<file path="src/rtl/bert_meas_seq_if.sv">
// Signal bundle between scan control / BERT checkers and the measurement sequencer.
// The slave side is the sequencer; the master side is scan config plus the BERT.
interface bert_meas_seq_if #(
    parameter int WayWidth = 16,
    parameter int CntWidth = 32
);
    logic                  i_start;
    logic                  i_abort;
    logic [2:0]            i_cfg_chk_mask;
    logic [WayWidth-1:0]   i_cfg_way_en;
    logic [15:0]           i_cfg_seed_timeout;
    logic [CntWidth-1:0]   i_cfg_meas_len;
    logic [3*WayWidth-1:0] i_prbs_seed_good;
    logic [2:0]            i_ber_shutoff;
    logic [3*CntWidth-1:0] i_ber_count;
    logic [3*CntWidth-1:0] i_bit_count;

    logic                  o_rst_bert;
    logic [WayWidth-1:0]   o_cfg_ber_count_en;
    logic [1:0]            o_chk_sel;
    logic                  o_busy;
    logic                  o_done;
    logic                  o_aborted;
    logic [5:0]            o_status;
    logic [3*CntWidth-1:0] o_ber_count_lat;
    logic [3*CntWidth-1:0] o_bit_count_lat;

    modport master (
        output i_start, i_abort, i_cfg_chk_mask, i_cfg_way_en, i_cfg_seed_timeout,
               i_cfg_meas_len, i_prbs_seed_good, i_ber_shutoff, i_ber_count, i_bit_count,
        input  o_rst_bert, o_cfg_ber_count_en, o_chk_sel, o_busy, o_done, o_aborted,
               o_status, o_ber_count_lat, o_bit_count_lat
    );

    modport slave (
        input  i_start, i_abort, i_cfg_chk_mask, i_cfg_way_en, i_cfg_seed_timeout,
               i_cfg_meas_len, i_prbs_seed_good, i_ber_shutoff, i_ber_count, i_bit_count,
        output o_rst_bert, o_cfg_ber_count_en, o_chk_sel, o_busy, o_done, o_aborted,
               o_status, o_ber_count_lat, o_bit_count_lat
    );
endinterface

</file>
<file path="src/rtl/bert_meas_seq.sv">
// BERT measurement sequencer: walks PRBS7 -> PRBS15 -> PRBS31, per checker running
// reset, seed lock, a gated count window and settle, then latches counts and a result code.
module bert_meas_seq #(
    parameter int WayWidth     = 16,
    parameter int CntWidth     = 32,
    parameter int RstCycles    = 4,
    parameter int SettleCycles = 2
) (
    input logic            i_clk,
    input logic            i_rst_n,
    bert_meas_seq_if.slave bus
);
    localparam logic [2:0] S_IDLE   = 3'd0;
    localparam logic [2:0] S_RST    = 3'd1;
    localparam logic [2:0] S_SEED   = 3'd2;
    localparam logic [2:0] S_COUNT  = 3'd3;
    localparam logic [2:0] S_SETTLE = 3'd4;
    localparam logic [2:0] S_LATCH  = 3'd5;
    localparam logic [2:0] S_NEXT   = 3'd6;
    localparam logic [2:0] S_DONE   = 3'd7;

    localparam int PhMax = (RstCycles > SettleCycles) ? RstCycles : SettleCycles;
    localparam int PhW   = $clog2(PhMax + 1);
    localparam logic [PhW-1:0] RstLast    = PhW'(RstCycles - 1);
    localparam logic [PhW-1:0] SettleLast = PhW'(SettleCycles - 1);
    localparam logic [2:0]     AfterCount = (SettleCycles == 0) ? S_LATCH : S_SETTLE;

    logic [2:0]          state;
    logic                start_q;
    logic [2:0]          mask_q;
    logic [1:0]          sel;
    logic [PhW-1:0]      ph_cnt;
    logic [15:0]         seed_cnt;
    logic [CntWidth-1:0] win_cnt;
    logic                done_q;
    logic                aborted_q;
    logic [1:0]          status_a  [3];
    logic [CntWidth-1:0] ber_lat_a [3];
    logic [CntWidth-1:0] bit_lat_a [3];

    logic [WayWidth-1:0] seed_good_a [3];
    logic [CntWidth-1:0] ber_in_a    [3];
    logic [CntWidth-1:0] bit_in_a    [3];

    for (genvar k = 0; k < 3; k++) begin : g_unpack
        assign seed_good_a[k] = bus.i_prbs_seed_good[k*WayWidth +: WayWidth];
        assign ber_in_a[k]    = bus.i_ber_count[k*CntWidth +: CntWidth];
        assign bit_in_a[k]    = bus.i_bit_count[k*CntWidth +: CntWidth];
    end

    logic                start_rise;
    logic                seed_locked;
    logic [15:0]         seed_next;
    logic [CntWidth-1:0] win_next;
    logic [CntWidth-1:0] meas_eff;
    logic                in_seq;

    assign start_rise  = bus.i_start & ~start_q;
    assign seed_locked = (seed_good_a[sel] & bus.i_cfg_way_en) == bus.i_cfg_way_en;
    assign seed_next   = (seed_cnt == '1) ? seed_cnt : seed_cnt + 16'd1;
    assign win_next    = (win_cnt == '1) ? win_cnt : win_cnt + CntWidth'(1);
    assign meas_eff    = (bus.i_cfg_meas_len == '0) ? CntWidth'(1) : bus.i_cfg_meas_len;
    assign in_seq      = (state != S_IDLE) && (state != S_DONE);

    logic [1:0] first_chk;
    logic [1:0] next_chk;
    logic       next_found;

    // Lowest enabled checker at start, and the next higher enabled one after sel.
    always_comb begin
        // NOTE: every always_comb output gets a default first so no path can infer a latch.
        first_chk  = 2'd2;
        next_chk   = sel;
        next_found = 1'b0;
        for (int k = 2; k >= 0; k--) begin
            if (bus.i_cfg_chk_mask[k]) first_chk = 2'(k);
            if (mask_q[k] && (2'(k) > sel)) begin
                next_chk   = 2'(k);
                next_found = 1'b1;
            end
        end
    end

    // NOTE: all sequential state uses non-blocking assignments so every register sees pre-edge values.
    always_ff @(posedge i_clk or negedge i_rst_n) begin
        if (!i_rst_n) begin
            state     <= S_IDLE;
            start_q   <= 1'b0;
            mask_q    <= '0;
            sel       <= '0;
            ph_cnt    <= '0;
            seed_cnt  <= '0;
            win_cnt   <= '0;
            done_q    <= 1'b0;
            aborted_q <= 1'b0;
            // NOTE: the result arrays are tiny and drive outputs directly, so they are reset like any register.
            for (int k = 0; k < 3; k++) begin
                status_a[k]  <= '0;
                ber_lat_a[k] <= '0;
                bit_lat_a[k] <= '0;
            end
        end else begin
            start_q <= bus.i_start;
            if (in_seq && bus.i_abort) begin
                state     <= S_IDLE;
                aborted_q <= 1'b1;
            end else begin
                case (state)
                    S_IDLE: begin
                        if (start_rise && !bus.i_abort) begin
                            done_q    <= 1'b0;
                            aborted_q <= 1'b0;
                            mask_q    <= bus.i_cfg_chk_mask;
                            ph_cnt    <= '0;
                            for (int k = 0; k < 3; k++) begin
                                status_a[k]  <= '0;
                                ber_lat_a[k] <= '0;
                                bit_lat_a[k] <= '0;
                            end
                            if (bus.i_cfg_chk_mask == 3'b000) begin
                                done_q <= 1'b1;
                                state  <= S_DONE;
                            end else begin
                                sel   <= first_chk;
                                state <= S_RST;
                            end
                        end
                    end
                    S_RST: begin
                        if (ph_cnt == RstLast) begin
                            seed_cnt <= '0;
                            state    <= S_SEED;
                        end else begin
                            ph_cnt <= ph_cnt + PhW'(1);
                        end
                    end
                    S_SEED: begin
                        // Lock is tested ahead of the timeout so it wins a same-cycle tie.
                        if (seed_locked) begin
                            win_cnt <= '0;
                            state   <= S_COUNT;
                        end else if (seed_next >= bus.i_cfg_seed_timeout) begin
                            status_a[sel] <= 2'b11;
                            state         <= S_NEXT;
                        end else begin
                            seed_cnt <= seed_next;
                        end
                    end
                    S_COUNT: begin
                        if (bus.i_ber_shutoff[sel]) begin
                            status_a[sel] <= 2'b10;
                            ph_cnt        <= '0;
                            state         <= AfterCount;
                        end else if (win_next >= meas_eff) begin
                            status_a[sel] <= 2'b01;
                            ph_cnt        <= '0;
                            state         <= AfterCount;
                        end else begin
                            win_cnt <= win_next;
                        end
                    end
                    S_SETTLE: begin
                        if (ph_cnt == SettleLast) state <= S_LATCH;
                        else                      ph_cnt <= ph_cnt + PhW'(1);
                    end
                    S_LATCH: begin
                        ber_lat_a[sel] <= ber_in_a[sel];
                        bit_lat_a[sel] <= bit_in_a[sel];
                        state          <= S_NEXT;
                    end
                    S_NEXT: begin
                        if (next_found) begin
                            sel    <= next_chk;
                            ph_cnt <= '0;
                            state  <= S_RST;
                        end else begin
                            done_q <= 1'b1;
                            state  <= S_DONE;
                        end
                    end
                    S_DONE:  state <= S_IDLE;
                    default: state <= S_IDLE;
                endcase
            end
        end
    end

    assign bus.o_rst_bert         = (state == S_RST);
    assign bus.o_cfg_ber_count_en = (state == S_COUNT) ? bus.i_cfg_way_en : '0;
    assign bus.o_chk_sel          = sel;
    assign bus.o_busy             = in_seq;
    assign bus.o_done             = done_q;
    assign bus.o_aborted          = aborted_q;
    assign bus.o_status           = {status_a[2], status_a[1], status_a[0]};
    assign bus.o_ber_count_lat    = {ber_lat_a[2], ber_lat_a[1], ber_lat_a[0]};
    assign bus.o_bit_count_lat    = {bit_lat_a[2], bit_lat_a[1], bit_lat_a[0]};
endmodule

</file>
<file path="src/flat_wrapper.sv">
// flat-port wrapper written by rule: the top's interface ports become plain ports
module bert_meas_seq_flat 
#(
    parameter int WayWidth     = 16,
    parameter int CntWidth     = 32,
    parameter int RstCycles    = 4,
    parameter int SettleCycles = 2
)
  (i_clk, i_rst_n, bus_i_start, bus_i_abort, bus_i_cfg_chk_mask, bus_i_cfg_way_en, bus_i_cfg_seed_timeout, bus_i_cfg_meas_len, bus_i_prbs_seed_good, bus_i_ber_shutoff, bus_i_ber_count, bus_i_bit_count, bus_o_rst_bert, bus_o_cfg_ber_count_en, bus_o_chk_sel, bus_o_busy, bus_o_done, bus_o_aborted, bus_o_status, bus_o_ber_count_lat, bus_o_bit_count_lat);
  bert_meas_seq_if #(.WayWidth(WayWidth), .CntWidth(CntWidth)) bus_i ();
  input logic i_clk;
  input logic i_rst_n;
  input wire logic [$bits(bus_i.i_start)-1:0] bus_i_start;
  input wire logic [$bits(bus_i.i_abort)-1:0] bus_i_abort;
  input wire logic [$bits(bus_i.i_cfg_chk_mask)-1:0] bus_i_cfg_chk_mask;
  input wire logic [$bits(bus_i.i_cfg_way_en)-1:0] bus_i_cfg_way_en;
  input wire logic [$bits(bus_i.i_cfg_seed_timeout)-1:0] bus_i_cfg_seed_timeout;
  input wire logic [$bits(bus_i.i_cfg_meas_len)-1:0] bus_i_cfg_meas_len;
  input wire logic [$bits(bus_i.i_prbs_seed_good)-1:0] bus_i_prbs_seed_good;
  input wire logic [$bits(bus_i.i_ber_shutoff)-1:0] bus_i_ber_shutoff;
  input wire logic [$bits(bus_i.i_ber_count)-1:0] bus_i_ber_count;
  input wire logic [$bits(bus_i.i_bit_count)-1:0] bus_i_bit_count;
  output wire logic [$bits(bus_i.o_rst_bert)-1:0] bus_o_rst_bert;
  output wire logic [$bits(bus_i.o_cfg_ber_count_en)-1:0] bus_o_cfg_ber_count_en;
  output wire logic [$bits(bus_i.o_chk_sel)-1:0] bus_o_chk_sel;
  output wire logic [$bits(bus_i.o_busy)-1:0] bus_o_busy;
  output wire logic [$bits(bus_i.o_done)-1:0] bus_o_done;
  output wire logic [$bits(bus_i.o_aborted)-1:0] bus_o_aborted;
  output wire logic [$bits(bus_i.o_status)-1:0] bus_o_status;
  output wire logic [$bits(bus_i.o_ber_count_lat)-1:0] bus_o_ber_count_lat;
  output wire logic [$bits(bus_i.o_bit_count_lat)-1:0] bus_o_bit_count_lat;
  assign bus_i.i_start = bus_i_start;
  assign bus_i.i_abort = bus_i_abort;
  assign bus_i.i_cfg_chk_mask = bus_i_cfg_chk_mask;
  assign bus_i.i_cfg_way_en = bus_i_cfg_way_en;
  assign bus_i.i_cfg_seed_timeout = bus_i_cfg_seed_timeout;
  assign bus_i.i_cfg_meas_len = bus_i_cfg_meas_len;
  assign bus_i.i_prbs_seed_good = bus_i_prbs_seed_good;
  assign bus_i.i_ber_shutoff = bus_i_ber_shutoff;
  assign bus_i.i_ber_count = bus_i_ber_count;
  assign bus_i.i_bit_count = bus_i_bit_count;
  assign bus_o_rst_bert = bus_i.o_rst_bert;
  assign bus_o_cfg_ber_count_en = bus_i.o_cfg_ber_count_en;
  assign bus_o_chk_sel = bus_i.o_chk_sel;
  assign bus_o_busy = bus_i.o_busy;
  assign bus_o_done = bus_i.o_done;
  assign bus_o_aborted = bus_i.o_aborted;
  assign bus_o_status = bus_i.o_status;
  assign bus_o_ber_count_lat = bus_i.o_ber_count_lat;
  assign bus_o_bit_count_lat = bus_i.o_bit_count_lat;
  bert_meas_seq #(.WayWidth(WayWidth), .CntWidth(CntWidth), .RstCycles(RstCycles), .SettleCycles(SettleCycles)) u_core (.i_clk(i_clk), .i_rst_n(i_rst_n), .bus(bus_i));
endmodule
</file>
<file path="config.mk">
export PLATFORM = sky130hd
export DESIGN_NAME = bert_meas_seq_flat
export DESIGN_NICKNAME = d
export VERILOG_FILES = /design/src/rtl/bert_meas_seq_if.sv /design/src/rtl/bert_meas_seq.sv /design/src/flat_wrapper.sv
export SDC_FILE = /design/constraint.sdc
export NUM_CORES = 1
export LEC_CHECK = 0
export CAP_MARGIN = 40
export CORE_MARGIN = 4
export CORE_UTILIZATION = 35
export CTS_BUF_LIST = sky130_fd_sc_hd__clkbuf_4
export DETAILED_ROUTE_END_ITERATION = 8
export PLACE_DENSITY = 0.73
export SYNTH_ARGS = -nofsm -noshare
export SYNTH_HDL_FRONTEND = slang
export SYNTH_SLANG_ARGS = --single-unit
</file>
<file path="constraint.sdc">
create_clock -name i_clk -period 6.7 [get_ports i_clk]
set_clock_uncertainty 0.2 [all_clocks]
set_input_delay 1.005 -clock i_clk [delete_from_list [all_inputs] [get_ports i_clk]]
set_output_delay 1.005 -clock i_clk [all_outputs]
set_load 0.05 [all_outputs]
</file>
# [Word level (Yosys, flattened, before mapping)]
# Index checks and enable logic that the tools add are counted.
[op_classes] add_sub_neg=3 n_lt_le_gt_ge=8 n_eq_ne=33 n_mux=75 bitwise_logic=12 reduce_logical=30
[op_table] op="one-hot mux 96 bit (2 select lines)" count=2
[op_table] op="two-way mux 32 bit" count=10
[op_table] op="bitwise mux 96 bit" count=2
[op_table] op="binary-select mux 32 bit (select 2 bit)" count=2
[op_table] op="two-way mux 16 bit" count=7
[op_table] op="two-way mux 96 bit" count=1
[op_table] op="demux 32 bit (select 2 bit)" count=1
[op_table] op="one-hot mux 32 bit (2 select lines)" count=1
[op_table] op="two-way mux 3 bit" count=16
[op_table] op="adder 32 x 1 -> 32 bit, second input constant" count=1
[op_table] op="binary-select mux 16 bit (select 2 bit)" count=1
[op_table] op="== test 32 bit, second input constant" count=1
[op_table] op="greater-or-equal comparator 32 bit" count=1
[op_table] op="logical NOT 32 bit" count=1
[op_table] op="one-hot mux 16 bit (2 select lines)" count=1
[op_table] op="two-way mux 6 bit" count=5
[op_table] op="one-hot mux 3 bit (8 select lines)" count=1
[op_table] op="two-way mux 2 bit" count=9
[op_table] op="one-hot mux 6 bit (3 select lines)" count=1
[op_table] op="adder 16 x 1 -> 16 bit, second input constant" count=1
[op_table] op="bitwise AND 16 bit" count=1
[op_table] op="== test 16 bit" count=1
[op_table] op="== test 16 bit, second input constant" count=1
[op_table] op="greater-or-equal comparator 16 bit" count=1
[op_table] op="39 further kinds" count=92
[word_totals] register_bits=260 in_bits=314 output_inout_bits=220 wordCells=179

# [Depth between registers and ports, before layout]
# Gate-level depths: netlist of the first run.
[logic_depth] word_depth=10 depth_mapped=19 ltp_nobuf=17

# [Least setup slack after synthesis of the first run]
# No wires, ideal clock.
[synth_path] path_type="register to register" from="register u_core.win_cnt[17]" to="register u_core.state[2]" setup_ps=125 arrival_ps=4000 required_time_ps=6375 setup_slack_ps=2375 stages_incl_launch_ff=17 n_path_buf=1 synth_period_minus_slack_ps=4325 cell_sequence="dfrtp_1 > clkbuf_1 > nand3_1 > nor3_1 > nand4_1 > or3_1 > nor2_1 > nand3_1 > xnor2_1 > ha_1 > nand4_1 > or4_1 > a311o_1 > nand2_1 > nor2_2 > or3_4 > mux2_4"
[synth_via] elab_chain_cells=5 word_cells_on_any_way=6 cone_classes="add/sub (1); order compare (1); eq/ne (2); mux (1); reduce/logical (1)"
[synth_lines] element="start: declaration" line_no="bert_meas_seq.sv:34" source="logic [CntWidth-1:0] win_cnt;"
[synth_lines] element="start signal: assignment" line_no="bert_meas_seq.sv:159" source="win_cnt <= win_next;"
[synth_lines] element="adder 32 x 1 -> 32 bit / == test 32 bit (equally long branches)" line_no="bert_meas_seq.sv:61" source="assign win_next = (win_cnt == '1) ? win_cnt : win_cnt + CntWidth'(1);"
[synth_lines] element="two-way mux 32 bit (*)" line_no="bert_meas_seq.sv:61"
[synth_lines] element="greater-or-equal comparator 32 bit (*)" line_no="bert_meas_seq.sv:154" source="end else if (win_next >= meas_eff) begin"
[synth_lines] element="inequality test 4 x 1 -> 1 bit (no source line) (*)"
[synth_lines] element="AND reduction 5 bit (no source line) (*)"
[synth_lines] element="end signal: assignment" line_no="bert_meas_seq.sv:153" source="state <= AfterCount;"
[synth_lines] element="end signal: assignment" line_no="bert_meas_seq.sv:157" source="state <= AfterCount;"
[synth_lines] element="end: declaration" line_no="bert_meas_seq.sv:28" source="logic [2:0] state;"
# Mark *: on every way between the ends. The rest lies on a longest branch, timed or not.
# A chain may end at the register's enable or synchronous reset.

# [Worst setup path after layout of the first run]
[layout_path] from="register u_core.win_cnt[0]" to="register u_core.state[2]"
# The elaborated chain is that of the path after synthesis.

==> results of run 1 <==
==> area by class of cell <==
cell class / count / area [um2]
timing repair buffer: 554 / 5550
tap: 518 / 648
multi-input combinational: 946 / 6780
sequential: 259 / 6490
antenna: 2 / 5.00
fill: 3485 / 18400
inverter: 85 / 319
clock buffer: 102 / 766
clock inverter: 20 / 103
==> worst max-delay path: cells and delay by family, from the launching register on <==
kind | cells | cell delay (ps)
XOR/XNOR | 1 | 180
flip-flops | 1 | 440
AO/OA/AOI/OAI | 3 | 510
AND/OR/NAND/NOR | 10 | 3010
adder cells (fa/ha/maj) | 2 | 570
multiplexers | 1 | 290
==> kinds of logic after synthesis <==
group | count (synthesis)
AO/OA/AOI/OAI | 445
AND/OR/NAND/NOR | 324
flip-flops | 259
buffers and inverters | 182
multiplexers | 84
adder cells (fa/ha/maj) | 53
XOR/XNOR | 40
==> sequential cells by signal, summed over array words and instances (netlist names) <==
signal,cells
u_core.bus.o_aborted,1
u_core.bus.o_ber_count_lat,96
u_core.seed_cnt,16
u_core.ph_cnt,3
u_core.state,3
u_core.bus.o_status,6
u_core.bus.o_bit_count_lat,96
u_core.bus.o_chk_sel,2
u_core.win_cnt,32
u_core.start_q,1
u_core.bus.o_done,1
u_core.mask_q,2
==> power by group through the flow <==
stage	combinational [W]	sequential (W)	clock, W
CTS	0.00557	0.00275	0.00146
global placement	0.00549	0.00274	0
detailed placement	0.00555	0.00277	0
floorplan	0.00183	0.00437	0
finish	0.00554	0.00276	0.00140
global route	0.00582	0.00284	0.00155
==> stage by stage <==
step / worst slack, ps / utilization [%] / cells / instance area [um2]
3_3_place_gp: 1570 / 50.6 / 2358 / 19700
6_report: 1410 / 52.9 / 2486 / 20700
5_1_grt: 1130 / 52.9 / 2486 / 20700
2_1_floorplan: 2370 / - / 1387 / 13900
3_5_place_dp: 1550 / 50.7 / 2361 / 19800
4_1_cts: 1560 / 52.9 / 2484 / 20600
==> cells in the final DEF (no fill, tap or decap), types with 3 or more instances in the layout <==
cell type | Yosys | layout
clkdlybuf4s50_1 | 0 | 532
dfrtp_1 | 259 | 257
a22o_1 | 211 | 211
nand2_1 | 132 | 132
clkbuf_4 | 0 | 102
o21ai_0 | 90 | 90
inv_1 | 85 | 85
mux2i_1 | 82 | 82
ha_1 | 53 | 53
nor2_1 | 46 | 42
a21oi_1 | 37 | 37
xnor2_1 | 30 | 30
and3_1 | 27 | 27
nand4_1 | 22 | 22
o21ai_1 | 21 | 21
nand3_1 | 20 | 20
o221ai_1 | 16 | 16
o31ai_1 | 15 | 15
buf_4 | 0 | 15
clkinv_1 | 0 | 12
nor4_1 | 11 | 11
o21a_1 | 11 | 11
xor2_1 | 10 | 10
or3_1 | 10 | 10
nor3_1 | 10 | 9
nor2b_1 | 10 | 9
and2_1 | 9 | 9
a31oi_1 | 8 | 8
nand2b_1 | 7 | 7
a21boi_0 | 5 | 5
o2111ai_1 | 4 | 4
o22ai_1 | 4 | 4
nor2_4 | 0 | 4
o41ai_1 | 4 | 4
nor3_2 | 2 | 3
a211oi_1 | 3 | 3
clkinvlp_4 | 0 | 3
==> synthesized netlist by cell type, drive strengths merged, types with 3 or more instances <==
cell type | count | share of area (%)
nor3 | 12 | 0.50
nand2 | 133 | 3.6
nor4 | 13 | 0.67
nand3b | 3 | 0.19
a211oi | 3 | 0.16
and2 | 10 | 0.45
a21boi | 5 | 0.27
o21ai | 111 | 4.0
mux2i | 82 | 5.9
xnor2 | 30 | 1.9
a22o | 211 | 13
dfrtp | 259 | 46
nand3 | 20 | 0.72
nand2b | 8 | 0.41
nor2 | 47 | 1.3
o21a | 11 | 0.59
inv | 85 | 2.3
and3 | 27 | 1.2
o2111ai | 4 | 0.25
buf | 36 | 1.3
clkbuf | 61 | 1.6
o31ai | 15 | 0.81
nand4 | 22 | 0.99
ha | 53 | 4.8
o41ai | 4 | 0.25
nor2b | 10 | 0.45
o22ai | 4 | 0.18
a21oi | 37 | 1.3
a31oi | 8 | 0.36
xor2 | 10 | 0.63
o221ai | 16 | 1.0
or3 | 11 | 0.53
==> layer usage <==
layer	share of wire, %	routed length [um]
met4	2.6	1410
met5	0	0
met2	50	26700
met1	40	21200
met3	8.1	4340
==> worst min-delay path by stage <==
stage	startpoint	endpoint	slack (ps)	cells after the start
finish	u_core.ph_cnt[2]	u_core.ph_cnt[2]	290	2
detailed placement	u_core.mask_q[2]	u_core.mask_q[2]	270	2
global route	u_core.bus.o_bit_count_lat[1]	u_core.bus.o_bit_count_lat[1]	310	1
global placement	u_core.ph_cnt[2]	u_core.ph_cnt[2]	260	2
floorplan	u_core.mask_q[2]	u_core.mask_q[2]	250	2
CTS	u_core.mask_q[2]	u_core.mask_q[2]	280	2
==> what timing repair did <==
| item | CTS | global route |
|---|---|---|
| setup endpoints to repair | 0 | 0 |
| hold endpoints to repair | 3 | 0 |
| hold buffers | 1 | 0 |
==> qor.yml, run 1 <==
status:
  status: "finished clean"
synth:
  syn_nets: 1754
  synth_flop_cell: "dfrtp_1"
  synth_cells: 1387
  syn_area_per_cell_um2: 10.1
  synth_mux_area_share_pct: 6.08
  synth-xor-area-share_pct: 2.51
  yosys.area_share.simple_pct: 11.5
  ys_ff_latch: 259
  synth_warnings: 0
  synth_top_family_by_area: "compound AO/OA/AOI/OAI gates"
  ys_seq_area_share_pct: 46.5
  synth.distinct_cells: 62
  synth-edff-count: 0
  synthArstFlopShare_pct: 100
  syn_area_um2: 13900
  synthAdderAreaFrac_pct: 4.76
  synth_compound_area_share_pct: 23.4
cells_and_area:
  nNetsFinal: 2286
  drive_above_1_share_pct: 7.68
  area_growth_pct: 48.1
sta:
  hold_viol: 0
  max_slew.worst_pin.slew_ps: 863
  slew-limit-headroom_pct: 42.5
  drv_slew: 0
  fmax_mhz: 189
  tns_ps: 0
  rsz0062_at_grt: "false"
  setup_viol: 0
  period_share_pct: 78.9
  timing.hold.ws_ps: 287
  fin_crit_ps: 5290
critical_path:
  start_kind: "flip-flop"
  crit_fanout: 15
  endpoint_kind: "flip-flop"
  setup.worst_path.class: "reg -> reg"
  r2r_cells: 17
  regToRegStartpoint: "u_core.win_cnt[0]"
  worstPathRequired_ps: 7070
  crit_start: "u_core.win_cnt[0]"
  cp-endpoint: "u_core.state[2]"
  reg2reg_to: "u_core.state[2]"
  r2r_setup_slack_ps: 1410
  arrival_ps: 5660
  worst_path_max_delay_cell: "nor2_2"
  slowest_delay_ps: 660
  crit_chain: "ha_1 -> nand2_1 -> nor3_1 -> nand4_1 -> or3_1 -> nor2_1 -> nand3_1 -> xnor2_1 -> ha_1 -> a21oi_1 -> a21boi_0 -> a211o_1 -> nor4_2 -> nand2_1 -> nor2_2 -> or3_4 -> mux2_4"
power_and_ir_drop:
  intPower_w: 0.00490
  ir_drop_mv: 0.223
  swShare_pct: 49.5
  p_leak_nw: 9.23
  power.total_w: 0.00970
  powerDensity_nw_per_um2: 470
  switching_power_w: 0.00480
  p_comb_share_pct: 57.1
  seqPwrFrac_pct: 28.5
  p_clk_share_pct: 14.5
floorplan:
  pin_count: 534
  core_um2: 39000
  row_count: 72
  fp.dieH_um: 208
  start_util_pct: 35.7
  die_area_um2: 43100
  fp.dieW_um: 208
clocking:
  tritoncts: "done"
  ctsResizeCount: 0
  cts_buffers: 73
  cts_buffer_depth: 3
  clockRootBuffer: "clkbuf_4"
  clkSinkCount: 259
  cts_setup_buffers: 0
  htreeDepth: 3
  clk_pin_slew_ps: 60
  clock_latency_ps: 700
global_routing:
  met2_usage_pct: 41.7
  antenna_found_initial: 2
  globalRouteTotalUtil_pct: 24.0
  grt_busiest_layer: "met2"
  grtUsageMet3_pct: 6.60
  overflow: 0
  use_met1_pct: 29.2
  grt_pass1_wl_um: 83000
  grt_pass1_vias: 13805
  grt_max_degree: 122
route:
  wl_per_cell_um: 21.6
  drt-initial-drc-count: 884
  via_count: 13507
  wl_um: 53600
  viasPerCell: 5.43
  drc_errors: 0
  drt_first_pass_iters: 5
  detail-route-antenna-nets: 0
flow_run:
  maxCapViolations: 0
placement:
  gp_routability_congestion: 0.923
  dpl.hpwl_um: 40300
  portBuffers: 533
worst_hold_path:
  hp-class: "reg -> reg"
Note: power is estimated with default switching activity, not from simulation.
==> run 2: changes to the inputs <==
==> constraint.sdc (replaced) <==
create_clock -name i_clk -period 5.46 [get_ports i_clk]
set_clock_uncertainty 0.2 [all_clocks]
set_input_delay 0.819 -clock i_clk [delete_from_list [all_inputs] [get_ports i_clk]]
set_output_delay 0.819 -clock i_clk [all_outputs]
set_load 0.05 [all_outputs]
==> run 2 against run 1 <==
  * Die area unchanged
  * Cell count shrank 0.24%
  * Design area hardly changed
  * Worst setup slack got worse by 1000 ps
  * Largest power group unchanged
  * Highest routed layer is now met5
==> qor.yml, run 2 (synthesis results as in run 1) <==
global_routing:
  overflow: 0  # unchanged
  grt_pass1_vias: 13798  # -0.051%
  globalRouteTotalUtil_pct: 24.1  # +0.14 points
  grt_pass1_wl_um: 82700  # -0.37%
  antenna_found_initial: 4  # +2
  grt_max_degree: 125  # +2.5%
cells_and_area:
  layout_common_cells: "532 x clkdlybuf4s50_1, 257 x dfrtp_1, 211 x a22o_1, 132 x nand2_1, 96 x clkbuf_4"
  drive_above_1_share_pct: 7.30  # -0.38 points
  multi_input_area_um2: 6780  # unchanged
  seqCellArea_um2: 6490  # unchanged
  layout_commonest_cell: "clkdlybuf4s50_1"
  nNetsFinal: 2286  # unchanged
  fillCellCount: 3453  # -0.92%
  area_growth_pct: 48.0  # about the same
route:
  wl_um: 54000  # +0.69%
  met3_length_um: 4320  # -0.42%
  drt-met1-wl_um: 21000  # -0.71%
  viasPerCell: 5.45  # +0.35%
  detail-route-antenna-nets: 0  # unchanged
  wl_per_cell_um: 21.8  # +0.93%
  wl_met2_um: 26200  # -2.0%
  via_count: 13521  # +0.10%
  drt_first_pass_iters: 5  # unchanged
  drt-initial-drc-count: 960  # +8.6%
  drc_errors: 0  # unchanged
  top_layer: "met5"
critical_path:
  crit_fanout: 15  # unchanged
  r2r_setup_slack_ps: 380  # -1030 ps
  crit_chain: "and3_1 -> nand3_1 -> or3_1 -> o211ai_1 -> nor2_1 -> nand2_1 -> xnor2_1 -> ha_1 -> nand4_1 -> nor2_1 -> a211o_1 -> nor4_2 -> nand2_1 -> nor2_2 -> or3_4 -> mux2_4"
  slowest_delay_ps: 630  # -30 ps
  worst_path_max_delay_cell: "o211ai_1"
  arrival_ps: 5460  # -200 ps
  worstPathRequired_ps: 5840  # -1230 ps
  path_buf_inv: 0  # unchanged
  setup.worst_path.class: "reg -> reg"
  endpoint_kind: "flip-flop"
  cpLargestDelayFamily: "simple AND/OR/NAND/NOR gates"
  start_kind: "flip-flop"
clocking:
  cts_buffer_depth: 3  # unchanged
  clockRootBuffer: "clkbuf_4"
  cts_buffers: 73  # unchanged
  clock_latency_ps: 700  # about the same
  tritoncts: "done"
  htreeDepth: 3  # unchanged
  clkSinkCount: 259  # unchanged
  clk_pin_slew_ps: 70  # about the same
  cts_setup_buffers: 0  # unchanged
placement:
  place_ws_ps: 470  # -1080 ps
  portBuffers: 533  # unchanged
  gp_routability_congestion: 0.948  # +2.8%
  dpl.hpwl_um: 40300  # about the same
sta:
  fin_ws_ps: 377  # -1030 ps
  period_share_pct: 93.1  # +14 points
  drv_slew: 0  # unchanged
  rsz0062_at_grt: "false"
  max_slew.worst_pin.slew_ps: 875  # +12.3 ps
  tns_ps: 0  # unchanged
  hold_viol: 0  # unchanged
  slew-limit-headroom_pct: 41.7  # -0.82 points
  fin_crit_ps: 5080  # -206 ps
  setup_viol: 0  # unchanged
  fmax_mhz: 197  # +4.0%
floorplan:
  core_um2: 39000  # unchanged
  pin_count: 534  # unchanged
  fp.dieH_um: 208  # unchanged
  start_util_pct: 35.7  # unchanged
  row_count: 72  # unchanged
  die_area_um2: 43100  # unchanged
  fp.dieW_um: 208  # unchanged
power_and_ir_drop:
  powerDensity_nw_per_um2: 578  # +23%
  ir_drop_mv: 0.315  # +41%
  p_leak_nw: 9.22  # about the same
status:
  status: "finished clean"
flow_run:
  maxCapViolations: 0  # unchanged
worst_hold_path:
  hp-class: "reg -> reg"
run 2: final timing paths:
| kind | startpoint | endpoint | cells after the start |
|---|---|---|---|
| setup / recovery | u_core.win_cnt[21] | u_core.state[2] | 16 |
| hold / removal | u_core.mask_q[2] | u_core.mask_q[2] | 2 |
| setup reg to reg | u_core.win_cnt[21] | u_core.state[2] | 16 |
| hold reg to reg | u_core.mask_q[2] | u_core.mask_q[2] | 2 |
| max in group asynchronous | i_rst_n | u_core.bus.o_ber_count_lat[52] | 3 |
| min in group asynchronous | i_rst_n | u_core.win_cnt[15] | 2 |
run 2: cell type report:
cell class / instances / share of cell area, %
antenna: 2 / 0.0243
clock buffer: 96 / 3.49
clock inverter: 20 / 0.667
inverter: 85 / 1.55
multi-input combinational: 946 / 32.8
sequential: 259 / 31.4
tap: 518 / 3.14
timing repair buffer: 554 / 26.9
run 2: timing repair:
item / CTS / global route
gates resized for setup: 0 / 0
hold buffers: 1 / 0
endpoints found under the hold margin: 59 / 0
run 2: per-layer routing:
layer,GRT usage [%],up-vias
met5,0,-
met4,11.3,4
met3,6.54,119
met2,40.4,614
met1,29.0,6567
li1,-,6217
run 2: stage by stage:
| step | utilization [%] | hold slack, ps | instance area, um2 | power (W) | std cells |
|---|---|---|---|---|---|
| 2_1_floorplan | - | 245 | 13900 | 0.00761 | 1387 |
| 3_3_place_gp | 50.5 | 264 | 19700 | 0.0101 | 2358 |
| 3_5_place_dp | 50.7 | 273 | 19800 | 0.0102 | 2361 |
| 4_1_cts | 52.9 | 287 | 20600 | 0.0120 | 2478 |
| 5_1_grt | 52.9 | 313 | 20600 | 0.0125 | 2480 |
| 6_report | 52.9 | 287 | 20600 | 0.0119 | 2480 |
run 2: power breakdown:
group	switching, W	internal, W
combinational	0.00434	0.00246
clock	0.000832	0.000905
sequential	0.000704	0.00268
total	0.00588	0.00605
run 2: worst reg2reg max path, cell delays in order, from the launching register on:
cell,delay (ps)
dfrtp_1,460
and3_1,210
nand3_1,110
or3_1,440
o211ai_1,630
nor2_1,220
nand2_1,190
xnor2_1,150
ha_1,270
nand4_1,130
nor2_1,70
a211o_1,260
nor4_2,290
nand2_1,150
nor2_2,610
or3_4,270
mux2_4,290
==> run 3: changes to the inputs <==
--- a/config.mk
+++ b/config.mk
@@ -6,11 +6,12 @@
 export NUM_CORES = 1
 export LEC_CHECK = 0
 export CAP_MARGIN = 40
-export CORE_MARGIN = 4
-export CORE_UTILIZATION = 35
+export CORE_AREA = 2 2 209 211
 export CTS_BUF_LIST = sky130_fd_sc_hd__clkbuf_4
 export DETAILED_ROUTE_END_ITERATION = 8
-export PLACE_DENSITY = 0.73
+export DIE_AREA = 0 0 211 213
+export PLACE_DENSITY = 0.7
+export SLEW_MARGIN = 25
 export SYNTH_ARGS = -nofsm -noshare
 export SYNTH_HDL_FRONTEND = slang
 export SYNTH_SLANG_ARGS = --single-unit
==> run 3 against run 2 <==
  * Highest routed layer unchanged
  * Non-clock buffer count up 2
  * Critical path type unchanged
  * Largest cell class unchanged
  * Hold slack improved by 11 ps
  * Largest power group unchanged
  * Worst setup slack improved by 22 ps
==> qor.yml, run 3 (synthesis results as in run 1) <==
sta:
  rsz0062_at_grt: "false"
  hold_viol: 0  # unchanged
  period_share_pct: 92.7  # -0.40 points
  drv_slew: 0  # unchanged
  slew-limit-headroom_pct: 37.5  # -4.1 points
  tns_ps: 0  # unchanged
  max_slew.worst_pin.slew_ps: 927  # +52.3 ps
  fmax_mhz: 198  # +0.43%
  fin_crit_ps: 5060  # -21.6 ps
  setup_viol: 0  # unchanged
global_routing:
  grt_pass1_vias: 13714  # -0.61%
  antenna_found_initial: 3  # -1
  globalRouteTotalUtil_pct: 23.0  # -1.1 points
  overflow: 0  # unchanged
  grt_pass1_wl_um: 79900  # -3.4%
  grt_max_degree: 113  # -9.6%
power_and_ir_drop:
  ir_drop_mv: 0.531  # +69%
  powerDensity_nw_per_um2: 582  # +0.70%
  p_leak_nw: 9.31  # +0.95%
route:
  drt_first_pass_iters: 5  # unchanged
  wl_um: 53500  # -0.92%
  viasPerCell: 5.36  # -1.7%
  drc_errors: 0  # unchanged
  drt-initial-drc-count: 955  # -0.52%
  detail-route-antenna-nets: 0  # unchanged
  wl_per_cell_um: 21.3  # -2.4%
  via_count: 13486  # -0.26%
cells_and_area:
  layout_commonest_cell: "clkdlybuf4s50_1"
  post-route-util_pct: 48.7  # -4.2 points
  drive_above_1_share_pct: 8.02  # +0.72 points
  area_growth_pct: 49.3
  nNetsFinal: 2289  # +0.13%
  layout_common_cells: "532 x clkdlybuf4s50_1, 257 x dfrtp_1, 211 x a22o_1, 132 x nand2_1, 99 x clkbuf_4"
critical_path:
  start_kind: "flip-flop"
  cpLargestDelayFamily: "simple AND/OR/NAND/NOR gates"
  crit_fanout: 15  # unchanged
  slowest_delay_ps: 590  # -40 ps
  path_buf_inv: 0  # unchanged
  crit_chain: "ha_1 -> nand2_1 -> nor3_1 -> nand4_1 -> or3_1 -> nor2_1 -> nand3_1 -> xnor2_1 -> ha_1 -> a21oi_1 -> a21boi_0 -> a211o_1 -> nor4_2 -> nand2_1 -> nor2_2 -> or3_4 -> mux2_4"
  worstPathRequired_ps: 5850  # about the same
  setup.worst_path.class: "reg -> reg"
  endpoint_kind: "flip-flop"
  worst_path_max_delay_cell: "nor2_2"
  arrival_ps: 5460  # about the same
clocking:
  cts_setup_buffers: 0  # unchanged
  ctsResizeCount: 0  # unchanged
  clk_pin_slew_ps: 80  # about the same
  cts_buffers: 74  # +1.4%
  cts_buffer_depth: 3  # unchanged
  tritoncts: "done"
  clockRootBuffer: "clkbuf_4"
  clock_latency_ps: 710  # about the same
  htreeDepth: 3  # unchanged
  clkSinkCount: 259  # unchanged
floorplan:
  fp.dieH_um: 213  # +2.6%
  pin_count: 534  # unchanged
  start_util_pct: 32.7  # -3.1 points
  fp.dieW_um: 211  # +1.6%
  core_um2: 42700  # +9.5%
  die_area_um2: 44900  # +4.3%
  row_count: 76  # +5.6%
status:
  status: "finished clean"
placement:
  gp_routability_congestion: 0.930  # -1.9%
  dpl.hpwl_um: 39200  # -2.6%
  portBuffers: 533  # unchanged
flow_run:
  maxCapViolations: 0  # unchanged
worst_hold_path:
  hp-class: "reg -> reg"
[run 3: changes by cell type in the layout (fill, tap and decap cells not counted), sizes merged]
cell / change
clkinv: +3
buf: +2
clkbuf: +3
bufinv: +2
clkinvlp: -1
diode: -1
inv: +1
[run 3: routing by layer]
metal  track usage (%)  wire length (um)  vias to the layer above
li1                  -                 -                     6204
met1              27.7             21400                     6589
met2              38.6             26000                      588
met3              6.40              4240                      101
met4              10.1              1820                        4
met5                 0                22                        -
[run 3: worst paths after layout]
| path | start | to | slack, ps | cells past startpoint |
|---|---|---|---|---|
| min in group asynchronous | i_rst_n | u_core.win_cnt[22] | 560 | 2 |
| min reg2reg | u_core.ph_cnt[2] | u_core.ph_cnt[2] | 300 | 2 |
| max | u_core.win_cnt[0] | u_core.state[2] | 400 | 17 |
| min | u_core.ph_cnt[2] | u_core.ph_cnt[2] | 300 | 2 |
| max in group asynchronous | i_rst_n | u_core.bus.o_bit_count_lat[42] | 3290 | 3 |
| max reg2reg | u_core.win_cnt[0] | u_core.state[2] | 400 | 17 |
[run 3: report_power, final]
group          internal (W)  leakage, nW  switching (W)  total (W)
Clock               0.00103        0.570       0.000878    0.00191
Combinational       0.00249         5.30        0.00438    0.00686
Sequential          0.00268         3.44       0.000653    0.00334
Total               0.00621         9.31        0.00591     0.0121
[run 3: worst register-to-register path: cells and delay by family (launching register included)]
kind	cells	cell delay [ps]
adders and majority gates	2	570
muxes	1	290
DFF	1	430
xor gates and xnor gates	1	160
and+or+nand+nor	10	2810
AOI/OAI and AO/OA	3	490
[run 3: repair_timing]
action / in CTS / in global routing
setup endpoints to repair: 0 / 0
hold endpoints to repair: 110 / 0
hold buffers: 1 / 0
[run 3: layout make-up]
class	count	area (um2)
fill	3963	21900
antenna	1	2.50
clock buffer	99	743
inverter	85	319
sequential	259	6490
multi-input combinational	946	6780
tap	546	683
timing repair buffer	556	5590
clock inverter	25	215
[run 3: per-stage QoR]
stage          instance area [um2]  hold WS (ps)  worst slack, ps  std cells  power [W]
6_report                     20800           298              399       2517     0.0121
3_5_place_dp                 19800           276              479       2388     0.0102
3_3_place_gp                 19800           266              607       2387     0.0101
2_1_floorplan                13900           245             1130       1387    0.00761
4_1_cts                      20700           284              469       2513     0.0122
5_1_grt                      20800           310             48.6       2517     0.0127
